$ cat src/rtl/dcram_fill_seq.sv
// Data-cache line fill sequencer.
// Collects four 32-bit bus beats per 16-byte line, pairs them into big-endian
// doublewords and writes each doubleword into the data-cache RAM. Fill writes
// always take the RAM port from the pipeline. A bus error aborts the fill.
module dcram_fill_seq #(
  parameter int AW = 14
) (
  input  logic          clk,
  input  logic          reset,
  input  logic          fill_req,
  input  logic [AW-1:0] fill_addr,
  input  logic [1:0]    fill_way,
  input  logic [31:0]   biu_data,
  input  logic          biu_ack,
  input  logic          biu_err,
  input  logic          pipe_req,
  output logic          fill_busy,
  output logic          fill_done,
  output logic          fill_err,
  output logic          pipe_stall,
  output logic          dc_enable,
  output logic [3:0]    dc_we,
  output logic [AW-1:0] dc_addr,
  output logic [63:0]   dc_data_in,
  output logic [1:0]    dc_bank_sel
);

  typedef enum logic [1:0] {
    IDLE = 2'd0,
    EVEN = 2'd1,
    ODD  = 2'd2
  } state_t;

  state_t         state;
  logic [AW-5:0]  line_q;   // line address, bits [AW-1:4]
  logic [1:0]     way_q;
  logic           dw;       // doubleword index within the line
  logic [31:0]    hi_q;     // upper word of the doubleword being assembled
  logic           wr_q;     // a write is presented this cycle
  logic [3:0]     we_q;

  // Fill sequencing and registered RAM write port.
  always_ff @(posedge clk) begin
    if (reset) begin
      state       <= IDLE;
      line_q      <= '0;
      way_q       <= '0;
      dw          <= 1'b0;
      hi_q        <= '0;
      wr_q        <= 1'b0;
      we_q        <= '0;
      fill_done   <= 1'b0;
      fill_err    <= 1'b0;
      dc_addr     <= '0;
      dc_data_in  <= '0;
      dc_bank_sel <= '0;
    end else begin
      // NOTE: pulse outputs get a default here so every path that does not
      // raise them drops them after one cycle; state uses non-blocking
      // assignment so all registers see the same pre-edge values.
      wr_q      <= 1'b0;
      we_q      <= '0;
      fill_done <= 1'b0;
      fill_err  <= 1'b0;
      case (state)
        IDLE: begin
          if (fill_req) begin
            line_q <= fill_addr[AW-1:4];
            way_q  <= fill_way;
            dw     <= 1'b0;
            state  <= EVEN;
          end
        end
        EVEN: begin
          if (biu_err) begin
            state     <= IDLE;
            fill_done <= 1'b1;
            fill_err  <= 1'b1;
          end else if (biu_ack) begin
            hi_q  <= biu_data;
            state <= ODD;
          end
        end
        ODD: begin
          if (biu_err) begin
            // The captured upper word is simply never written.
            state     <= IDLE;
            fill_done <= 1'b1;
            fill_err  <= 1'b1;
          end else if (biu_ack) begin
            wr_q        <= 1'b1;
            we_q        <= 4'b1111;
            dc_addr     <= {line_q, dw, 3'b000};
            dc_data_in  <= {hi_q, biu_data};
            dc_bank_sel <= way_q;
            if (dw) begin
              state     <= IDLE;
              fill_done <= 1'b1;
            end else begin
              dw    <= 1'b1;
              state <= EVEN;
            end
          end
        end
        default: state <= IDLE;
      endcase
    end
  end

  assign fill_busy = (state != IDLE);

  // A write registered just before reset must not reach the RAM, so the
  // enables are masked by reset in the cycle it is asserted.
  assign dc_enable  = wr_q & ~reset;
  assign dc_we      = we_q & {4{~reset}};
  assign pipe_stall = dc_enable & pipe_req;

endmodule

$ cat config.mk
export PLATFORM = sky130hd
export DESIGN_NAME = dcram_fill_seq
export DESIGN_NICKNAME = d
export VERILOG_FILES = /design/src/rtl/dcram_fill_seq.sv
export SDC_FILE = /design/constraint.sdc
export NUM_CORES = 1
export LEC_CHECK = 0
export CAP_MARGIN = 20
export CORE_ASPECT_RATIO = 2
export CORE_MARGIN = 2
export CORE_UTILIZATION = 35
export CTS_CLUSTER_DIAMETER = 60
export DETAILED_ROUTE_END_ITERATION = 12
export MAX_ROUTING_LAYER = met4
export PLACE_DENSITY = 0.72
export SYNTH_ARGS = -nofsm -noshare
export SYNTH_HDL_FRONTEND = slang
export SYNTH_SLANG_ARGS = --single-unit
$ cat constraint.sdc
create_clock -name clk -period 1.8 [get_ports clk]
set_clock_uncertainty 0.05 [all_clocks]
set_input_delay 0.36 -clock clk [delete_from_list [all_inputs] [get_ports clk]]
set_output_delay 0.36 -clock clk [all_outputs]
set_load 0.05 [all_outputs]
# Word level (Yosys, flattened, before mapping)
# Index checks and enable logic that the tools add are counted.
[word_totals]
register_bits = 131
inputBits = 54
output_inout_bits = 89
[op_classes]
n_eq_ne = 7
mux = 18
bitwise_logic = 7
reduce_logical = 11
[ops]
columns = ["cell", "n"]
rows = [
  ["$mux W2", 5],
  ["$mux W1", 9],
  ["$reduce_and A3 Y1", 3],
  ["$ne A2 B2 Y1 const B", 3],
  ["$ne A3 B3 Y1 const B", 2],
  ["$pmux W2 S3", 1],
  ["$and A4 B4 Y4", 1],
  ["$mux W4", 1],
  ["$not A1 Y1", 4],
  ["$pmux W1 S2", 2],
  ["$reduce_and A4 Y1", 1],
  ["$reduce_bool A2 Y1", 2],
  ["$reduce_or A2 Y1", 2],
  ["$reduce_or A3 Y1", 1],
  ["$and A1 B1 Y1", 2],
  ["$eq A2 B1 Y1 const B", 1],
  ["$eq A2 B2 Y1 const B", 1],
  ["$logic_not A2 Y1", 1],
  ["$reduce_and A2 Y1", 1],
]

# Logic depth before layout (Yosys ltp)
[depth]
ltp_word = 4
ltp_mapped = 8
ltp_nobuf = 5

# Least setup slack after synthesis
# OpenSTA, ideal clock, no wires.
[synth_path]
path_kind = "in2out"
startpoint = "input reset"
endpoint = "output pipe_stall"
arrival_ps = 1944
setup_slack_ps = -554
stages = 3
path_buffers = 1
path_cell_list = "clkbuf_1 > nor2b_1 > and2_1"
[synth_via]
elab_chain_len = 3
[synth_rtl]
columns = ["element", "line_no", "source"]
rows = [
  ["start: declaration", "9", "input logic reset,"],
  ["$not A1 Y1", "114", "assign dc_enable = wr_q & ~reset;"],
  ["$and A1 B1 Y1", "114", ""],
  ["net dc_enable", "21", "output logic dc_enable,"],
  ["$and A1 B1 Y1", "116", "assign pipe_stall = dc_enable & pipe_req;"],
  ["end: declaration", "20", "output logic pipe_stall,"],
]
# The timed path passes the listed nets, and every way through them passes these cells.

# Worst setup path after layout
[layout_path]
startpoint = "register state[0]"
endpoint = "output fill_busy"
[layout_via]
elab_chain_len = 1
[layout_rtl]
columns = ["element", "line_no", "source"]
rows = [
  ["start: declaration", "34", "state_t state;"],
  ["start signal: assignment", "45", "state <= IDLE;"],
  ["start signal: assignment", "71", "state <= EVEN;"],
  ["start signal: assignment", "76", "state <= IDLE;"],
  ["$reduce_bool A2 Y1", "110", "assign fill_busy = (state != IDLE);"],
  ["end: declaration", "17", "output logic fill_busy,"],
]
# Every way passes these cells.

==> summary.md <==
| Metric | Value |
|---|---|
| CTS Hold Bufs | `0` |
| Gr ovfl total | `0` |
| Final Worst Setup Slack | `0.0710 ns` |
| Share of layout cells above drive strength 1 | `20.3%` |
| Crit-path max FO | `5` |
| R2R Setup Slk | `0.17 ns` |
| Synth cell types | `28` |
| Worst path required time | `1.39 ns` |
| First-pass DRT Iterations | `6` |
| TNS Setup | `0 ns` |
| FILL cells | `1,206` |
| Final Setup Violations | `0` |
| Clock root cell | `clkbuf_16` |
| Initial DRC count | `156` |
| DRC errors left | `0` |
| Initial antenna violation count | `0` |
| Maximum vdd drop | `0.810 mV` |
| PostCTS Resize Cnt | `4` |
| CP Class | `reg2out` |
| Crit path launch type | `register` |
| Routability cong. | `0.778` |
| RR Endpoint | `dw` |
| Minimum clock period | `1.73 ns` |
| Wire per inst | `13.9 um` |
| Port bufs | `135` |
| First-pass GRT wire length | `19,500 um` |
| RSZ-0062 raised after global routing | `no` |
| Max Cap Viol | `0` |
| Hold Path Origin | `reset` |
| Postcts setup bufs | `0` |
| Worst setup EP type | `output pin` |
| GRT Total Usage | `17.9%` |
| Number of global-route vias before repair | `4,034` |
| Cell area after layout | `0.00666 mm^2` |
| Hold path depth | `2` |
| Total Wirelength | `12,100 um` |
| Yosys reg bits | `127` |
| Area Overhead vs Synth | `44.1%` |
| Die Ht | `166 um` |
| Leak | `2.55 nW` |
| Initial Util | `35.8%` |
| Clock Path Buffers | `2` |
| Yosys warns | `0` |
| Crit share post-route | `96.1%` |
| Skew-Pair Late Insertion Delay | `0.41 ns` |
| Critical Path Start | `state[0]` |
| Final nets | `763` |
| Hold Path End | `dc_addr[3]` |
| Critical register-to-register path startpoint | `state[0]` |
| Largest net degree at the start of global routing | `73` |
| Antenna diode count | `0` |
| CTS clock-pin slew for the worst setup and hold paths | `0.06 ns` |
| Number of buffers created by CTS | `17` |
| Antenna viol nets, final | `0` |
| Hold slack | `0.221 ns` |
| Worst min path class | `in2reg` |
| Dpl ws | `-0.0535 ns` |
| Power per standard cell area | `1100 mW/mm^2` |
| Endpoints failing hold | `0` |
| Sequential-to-total area share from yosys stat | `55.0%` |
| Mapped cell area | `0.00462 mm^2` |
| Finished Core Util | `51.5%` |
| Num rows | `59` |
| H-tree depth | `4` |
| Status | `finished clean` |
| Vias per cell | `4.79` |
| Reg2reg path depth | `6` |
| Die Wd | `85.2 um` |
| Core area | `0.0129 mm^2` |
| IO Pins | `143` |
| FMAX | `0.578 GHz` |
| TritonCTS clock tree | `done` |
| Syn avg cell area | `7.99 um^2` |
| Hpwl dp | `8530 um` |
| Post-Synthesis Cells | `578` |
| Dpl cell area | `0.00602 mm^2` |
| DIE AREA | `0.0142 mm^2` |
| Arr. time, crit path | `1.32 ns` |
| Fin. max-slew vios | `0` |
| Vias | `4,160` |
| CTS sink cnt | `127` |
[layout by cell type (no fill, tap or decap), drive strengths merged, types with 2 or more instances in the layout]
master and n:
conb 3, clkdlybuf4s50 48, inv 5, clkinv 3
and3b 3, nor2 4, clkinvlp 4, nand3b 2
dfxtp 127, a21oi 124, bufinv 4, clkbuf 19
nand2b 3, buf 105, ha 6, and2 2
nand2 243
[cell families after synthesis]
logic type | synth area share [%]
mux | 0.217
flops | 55.0
buf+inv | 6.15
compound gates | 14.0
other cells | 0.0812
simple gates | 22.9
fa+ha+maj | 1.63
[worst max-delay path by stage]
stage | to | slack [ns]
2_1_floorplan | pipe_stall | 0.10
3_3_place_gp | state[1] | 0.01
3_5_place_dp | dw | -0.05
4_1_cts | fill_busy | 0.06
5_1_grt | fill_busy | 0.01
6_report | fill_busy | 0.07
[layer usage]
metal	GRT usage (%)	wire, um
met5	-	0
met1	17.5	4390
met3	4.21	546
met2	31.5	6740
met4	10.1	405
[stage by stage]
step	instances	power, mW
floorplan	580	3.44
global placement	836	3.74
detailed placement	836	3.76
CTS	868	7.41
global route	868	7.61
finish	868	7.34
[area by class of cell]
type                       count  area (um^2)  share of cell area, %
clock buffer                  19          443                   6.65
clock inverter                13          186                   2.80
inverter                       3         11.3                  0.169
multi-input combinational    401         1820                   27.4
sequential                   127         2540                   38.2
tap                          152          190                   2.86
timing repair buffer         153         1460                   21.9
[worst max-delay path: stages, from the launching register on]
cell     delay, ns
dfxtp_2       0.35
inv_1         0.11
ha_2          0.24
inv_2         0.06
buf_12        0.14
[cells in the mapped netlist]
master	instances	area, um^2
o31ai_1	1	7.51
and2_1	2	12.5
nor3b_1	1	7.51
nor4bb_1	1	10.0
nand3b_1	1	7.51
inv_1	3	11.3
buf_4	13	97.6
o221ai_1	1	8.76
mux2i_1	1	10.0
nand2_1	243	912
nor4b_1	1	8.76
o311ai_0	1	8.76
buf_6	3	33.8
nand2b_1	3	18.8
nor2b_1	1	6.26
and3b_1	3	26.3
conb_1	1	3.75
a21oi_1	124	621
buf_2	14	70.1
nor2_1	4	15.0
or4b_1	1	10.0
ha_1	6	75.1
or4_1	1	7.51
dfxtp_1	127	2540
buf_1	1	3.75
nor3_1	1	5.00
clkbuf_1	18	67.6
nand3b_2	1	11.3
[flip-flops by register name, indices dropped and copies added, names as in the netlist]
register,count
hi_q,32
fill_err,1
dc_addr,11
dw,1
fill_done,1
way_q,2
line_q,10
dc_data_in,64
state,2
we_q,1
dc_bank_sel,2
[power breakdown]
| part | switching, mW | internal [mW] | leakage [nW] |
|---|---|---|---|
| logic | 0.433 | 0.314 | 1.22 |
| clock network | 1.27 | 2.36 | 0.296 |
| registers | 0.0546 | 2.91 | 1.03 |
Power figures use the tool's default switching activity.
